[src/rtl/serial_add_pkg.sv]
// Shared definitions for the bit-serial add/subtract controller.
package serial_add_pkg;

  typedef enum logic [1:0] {
    S_IDLE = 2'd0,
    S_RUN  = 2'd1,
    S_DONE = 2'd2
  } state_t;

  // Bit-counter width: enough to index WIDTH bits, at least one bit.
  function automatic int cnt_w(input int width);
    return (width > 1) ? $clog2(width) : 1;
  endfunction

endpackage

[src/rtl/serial_add_ctrl_fa.sv]
// One-bit full-adder cell, the single arithmetic element of the serial adder.
module fa (
  input  logic a,
  input  logic b,
  input  logic cin,
  output logic sum,
  output logic carry
);

  assign sum   = a ^ b ^ cin;
  assign carry = (a & b) | (cin & (a ^ b));

endmodule

[src/rtl/serial_add_ctrl.sv]
// Bit-serial adder/subtractor: one full-adder cell reused over WIDTH clocks,
// LSB first, with the carry held in a flop between bits.
module serial_add_ctrl
  import serial_add_pkg::*;
#(
  parameter int WIDTH = 8
) (
  input  logic             clk,
  input  logic             rst_n,
  input  logic             start,
  input  logic             sub,
  input  logic [WIDTH-1:0] op_a,
  input  logic [WIDTH-1:0] op_b,
  input  logic             cin,
  output logic             busy,
  output logic             done,
  output logic [WIDTH-1:0] sum,
  output logic             cout,
  output logic             ovf
);

  localparam int               CNT_W    = cnt_w(WIDTH);
  localparam logic [CNT_W-1:0] CNT_LAST = CNT_W'(WIDTH - 1);

  state_t           state;
  state_t           state_nxt;
  logic [WIDTH-1:0] a_sr;
  logic [WIDTH-1:0] b_sr;
  logic [WIDTH-1:0] r_sr;
  logic [WIDTH-1:0] r_nxt;
  logic             carry;
  logic [CNT_W-1:0] cnt;
  logic             last;
  logic             fa_sum;
  logic             fa_carry;
  logic             unused_r_lsb;

  assign last = (cnt == CNT_LAST);

  fa u_fa (
    .a    (a_sr[0]),
    .b    (b_sr[0]),
    .cin  (carry),
    .sum  (fa_sum),
    .carry(fa_carry)
  );

  // Result shift register: new bit enters at the MSB; the LSB falls off.
  if (WIDTH == 1) begin : g_r_one
    assign r_nxt = fa_sum;
  end else begin : g_r_many
    assign r_nxt = {fa_sum, r_sr[WIDTH-1:1]};
  end

  assign unused_r_lsb = r_sr[0];

  // State register.
  always_ff @(posedge clk or negedge rst_n) begin
    if (!rst_n) state <= S_IDLE;
    else        state <= state_nxt;
  end

  // Next-state logic: accept in IDLE, run WIDTH bits, one DONE cycle.
  always_comb begin
    state_nxt = state;
    case (state)
      S_IDLE:  if (start) state_nxt = S_RUN;
      S_RUN:   if (last)  state_nxt = S_DONE;
      S_DONE:  state_nxt = S_IDLE;
      default: state_nxt = S_IDLE;
    endcase
  end

  // Handshake outputs decoded from the state register.
  always_comb begin
    busy = (state != S_IDLE);
    done = (state == S_DONE);
  end

  // Operand/result shift registers, carry flop and bit counter.
  always_ff @(posedge clk or negedge rst_n) begin
    if (!rst_n) begin
      a_sr  <= '0;
      b_sr  <= '0;
      r_sr  <= '0;
      carry <= 1'b0;
      cnt   <= '0;
    end else begin
      case (state)
        S_IDLE: begin
          if (start) begin
            // Subtract as A + ~B + 1; the +1 rides in through the carry flop.
            a_sr  <= op_a;
            b_sr  <= sub ? ~op_b : op_b;
            carry <= sub ? 1'b1 : cin;
            cnt   <= '0;
          end
        end
        S_RUN: begin
          a_sr  <= a_sr >> 1;
          b_sr  <= b_sr >> 1;
          r_sr  <= r_nxt;
          carry <= fa_carry;
          cnt   <= cnt + 1'b1;
        end
        default: ;
      endcase
    end
  end

  // Result registers, loaded on the last bit and held until the next op ends.
  always_ff @(posedge clk or negedge rst_n) begin
    if (!rst_n) begin
      sum  <= '0;
      cout <= 1'b0;
      ovf  <= 1'b0;
    end else if (state == S_RUN && last) begin
      sum  <= r_nxt;
      cout <= fa_carry;
      // Signed overflow: carry into the MSB differs from carry out of it.
      ovf  <= carry ^ fa_carry;
    end
  end

endmodule

[config.mk]
export PLATFORM = sky130hd
export DESIGN_NAME = serial_add_ctrl
export DESIGN_NICKNAME = d
export VERILOG_FILES = /design/src/rtl/serial_add_pkg.sv /design/src/rtl/serial_add_ctrl_fa.sv /design/src/rtl/serial_add_ctrl.sv
export SDC_FILE = /design/constraint.sdc
export NUM_CORES = 1
export LEC_CHECK = 0
export BUFFER_PORTS_ARGS = -buffer_cell sky130_fd_sc_hd__buf_2
export CORE_MARGIN = 2
export CORE_UTILIZATION = 54
export CTS_CLUSTER_SIZE = 10
export DETAILED_ROUTE_END_ITERATION = 10
export GPL_TIMING_DRIVEN = 0
export PLACE_DENSITY = 0.74
export SETUP_SLACK_MARGIN = 0.1
export SLEW_MARGIN = 20
export SYNTH_ARGS = -nofsm -noshare
export SYNTH_HDL_FRONTEND = slang
export SYNTH_SLANG_ARGS = --single-unit
[constraint.sdc]
create_clock -name clk -period 2.11 [get_ports clk]
set_clock_uncertainty 0.1 [all_clocks]
set_input_delay 0 -clock clk [delete_from_list [all_inputs] [get_ports clk]]
set_output_delay 0 -clock clk [all_outputs]
set_load 0.01 [all_outputs]
==> impl_metrics.ini <==
[clock_network]
insertion_delay_ps = 350
tritoncts = built
cts-root-buf = clkbuf_4
cts.htree.levels = 2
cts_buffer_depth = 2
path_clk_slew_ps = 110
num_clock_sinks = 39
cts-buffers-inserted = 5

[timing]
timing_hold_violations_final = 0
max_slew.worst_pin.slew_ps = 850
totalNegativeSetupSlack_ps = 0
grt_setup_unrepaired = false
hold_ws_ps = 14.9
final_period_minus_worst_setup_slack_ps = 1830
period_share_pct = 86.5
setup_viol = 0
max_freq_ghz = 0.548
slew-limit-headroom_pct = 43.3
maxSlewViolCount = 0

[setup_path]
endpoint_kind = flop
regToRegStartpoint = state[1]
critical-path-slowest-cell = dlygate4sd3_1
cp_data_arrival_time_ps = 1990
timing.critical_path.from_type = flop
cell_depth_of_the_worst_flop_to_flop_path = 4
critPathMaxStageDelay_ps = 570
timing.reg2reg.setup_slack_ps = 280
regToRegEndpoint = a_sr[6]
critical_path_cell_by_cell = nor2b_1 -> a21oi_1 -> dlygate4sd3_1 -> o21ai_0
required_ps = 2270
critical_path_peak_fanout = 7
path_class = flop to flop

[pwr]
total_power_mw = 2.96
leakage_nw = 1.05
power_report.internal_total_mw = 2.00
power.net_switching_uw = 955
sw_frac_of_total_pct = 32.3
part_of_the_total_power_dissipated_in_sequential_elements_pct = 43.2
combinationalPowerShare_pct = 36.1
power.clock.fraction_pct = 20.6
irDropWorstVdd_uv = 720
p_per_area_nw_per_um2 = 1280

[place]
hpwlAfterDp_um = 2340
dpl.cell_count = 228
portBuffers = 31
place_congestion = 0.738

[hold_path]
worst_hold_path.num_cells = 3
worst_hold_startpoint = sub
min_path_type = input pin to flop
worstHoldEndpoint = b_sr[2]

[cells_and_area]
layout.core_utilization_pct = 74.3
layout-drive-gt1-share_pct = 30.2
flow.area_growth_from_synthesis_pct = 28.5
number_of_standard_cells_in_the_final_layout_excluding_fillers = 256
net_count_final = 235
antennaDiodeCount = 0

[detailed_routing]
vias = 1391
wirelength_um = 3700
via_count_normalized_by_instance_count = 5.43
drc = 0
antenna_left = 0
first_iter_violations = 47
route.detailed.wl_per_inst_um = 14.4
detailedRoute.firstPassIterationCount = 4

[die]
chipHeight_um = 61.6
boundaryPins = 33
row_count = 20
initial_utilization_pct = 57.8
dieWidth_um = 61.6
core_region_area_um2 = 3100
die-area_um2 = 3800

[global_route]
grt_overflow = 0
first_global_vias = 1384
gr-usage-all-layers_pct = 22.3
grt_start_max_net_pins = 40
wire_length_of_the_first_global_routing_pass_um = 5990
antenna_found_initial = 0

[synth]
synth.ff_latch_count = 39
postSynthNetCount = 177
yosysSeqAreaShare_pct = 54.4
synth.lib_cells_used.distinct = 24
warnings_from_yosys = 0
syn_avg_cell_area_um2 = 11.7
synthCells = 153
synth_area_um2 = 1790

[run_status]
run_status = finished, final reports clean

[run]
max_cap_viol_count = 0
[cells in the mapped netlist]
master / number / area, um^2
mux2_2: 17 / 191
inv_1: 6 / 22.5
xor2_1: 1 / 8.76
nor2_1: 2 / 7.51
o211ai_1: 3 / 22.5
fa_1: 1 / 20.0
a21oi_1: 7 / 35.0
o21ai_0: 11 / 55.1
dfrtp_1: 39 / 976
or2_2: 2 / 12.5
o21bai_2: 1 / 11.3
o32ai_1: 4 / 35.0
ha_1: 2 / 25.0
a221o_1: 4 / 40.0
nand3b_1: 1 / 7.51
and3b_1: 1 / 8.76
a22o_1: 2 / 17.5
buf_2: 6 / 30.0
xnor2_1: 8 / 70.1
nor2b_1: 9 / 56.3
clkbuf_1: 4 / 15.0
or3b_1: 1 / 8.76
a22oi_1: 10 / 75.1
nand2_1: 11 / 41.3
[stage by stage]
stage               setup slack [ps]  instance area [um^2]
finish                           285                  2300
global route                     156                  2300
CTS                              288                  2300
detailed placement               300                  2000
global placement                 331                  2000
floorplan                        484                  1790
[worst max-delay path, delay by kind of cell (launching register included)]
family / cells / cell delay [ps]
DFF: 1 / 460
and+or+nand+nor: 1 / 360
buffers and inverters: 1 / 570
AOI/OAI and AO/OA: 2 / 260
[how the worst max path moves through the flow]
stage | slack (ps) | endpoint | startpoint
final | 280 | a_sr[6] | state[1]
after CTS | 290 | sum[6] | cnt[0]
after global routing | 160 | carry | state[1]
after detailed placement | 300 | sum[6] | cnt[0]
after floorplan | 480 | cout | cnt[0]
after global placement | 330 | sum[6] | cnt[0]
[cells by family after synthesis]
| logic type | after synthesis | synth area share [%] |
|---|---|---|
| buffers and inverters | 16 | 3.77 |
| DFF | 39 | 54.4 |
| AOI/OAI and AO/OA | 42 | 16.3 |
| adders and majority gates | 3 | 2.51 |
| muxes | 17 | 10.7 |
| and+or+nand+nor | 27 | 7.96 |
| xor gates and xnor gates | 9 | 4.40 |
[timing repair]
action / CTS / global route
gates resized for setup: 0 / 0
hold buffers: 20 / 0
endpoints found under the hold margin: 56 / 0
setup buffers: 0 / 0
[registers in the layout, summed over array words and instances, names as in the netlist]
signal	cells
a_sr	8
carry	1
sum	8
cnt	3
cout	1
state	2
b_sr	8
ovf	1
r_sr	7
[power groups by stage]
stage,clock [mW],sequential [mW],combinational (mW)
after CTS,0.618,1.28,1.08
after global routing,0.652,1.32,1.20
after floorplan,0,1.29,0.715
final,0.610,1.28,1.07
after detailed placement,0,1.29,1.05
after global placement,0,1.27,1.00
[layer usage]
metal  up-vias  track usage, %  wire length [um]
li1        661               -                 -
met1       682            24.8              1560
met2        42            40.2              1900
met3         6            4.62               179
met4         0            11.2                59
met5         -               0                 0
[layout by cell type, fill, tap and decap left out]
| cell type | count |
|---|---|
| o21ai_0 | 11 |
| o211ai_1 | 3 |
| mux2_2 | 17 |
| ha_1 | 2 |
| or2_2 | 2 |
| fa_1 | 1 |
| bufinv_16 | 2 |
| a221o_1 | 4 |
| a22o_1 | 2 |
| xor2_1 | 1 |
| o32ai_1 | 4 |
| buf_2 | 37 |
| clkbuf_4 | 5 |
| clkbuf_1 | 5 |
| and3b_1 | 1 |
| dfrtp_1 | 39 |
| a21oi_1 | 7 |
| or3b_1 | 1 |
| a22oi_1 | 10 |
| dlygate4sd3_1 | 20 |
| o21bai_2 | 1 |
| nand3b_1 | 1 |
| nand2_1 | 11 |
| nor2_1 | 2 |
| inv_1 | 6 |
| xnor2_1 | 8 |
| nor2b_1 | 9 |
[final cells by class]
| class | count | area [um^2] |
|---|---|---|
| Buffer | 10 | 45.0 |
| Clock buffer | 6 | 41.3 |
| Clock inverter | 2 | 60.1 |
| Fill cell | 234 | 798 |
| Inverter | 6 | 22.5 |
| Multi-Input combinational cell | 98 | 749 |
| Sequential cell | 39 | 976 |
| Tap cell | 44 | 55.1 |
| Timing Repair Buffer | 51 | 355 |
(Power assumes the default switching activity.)
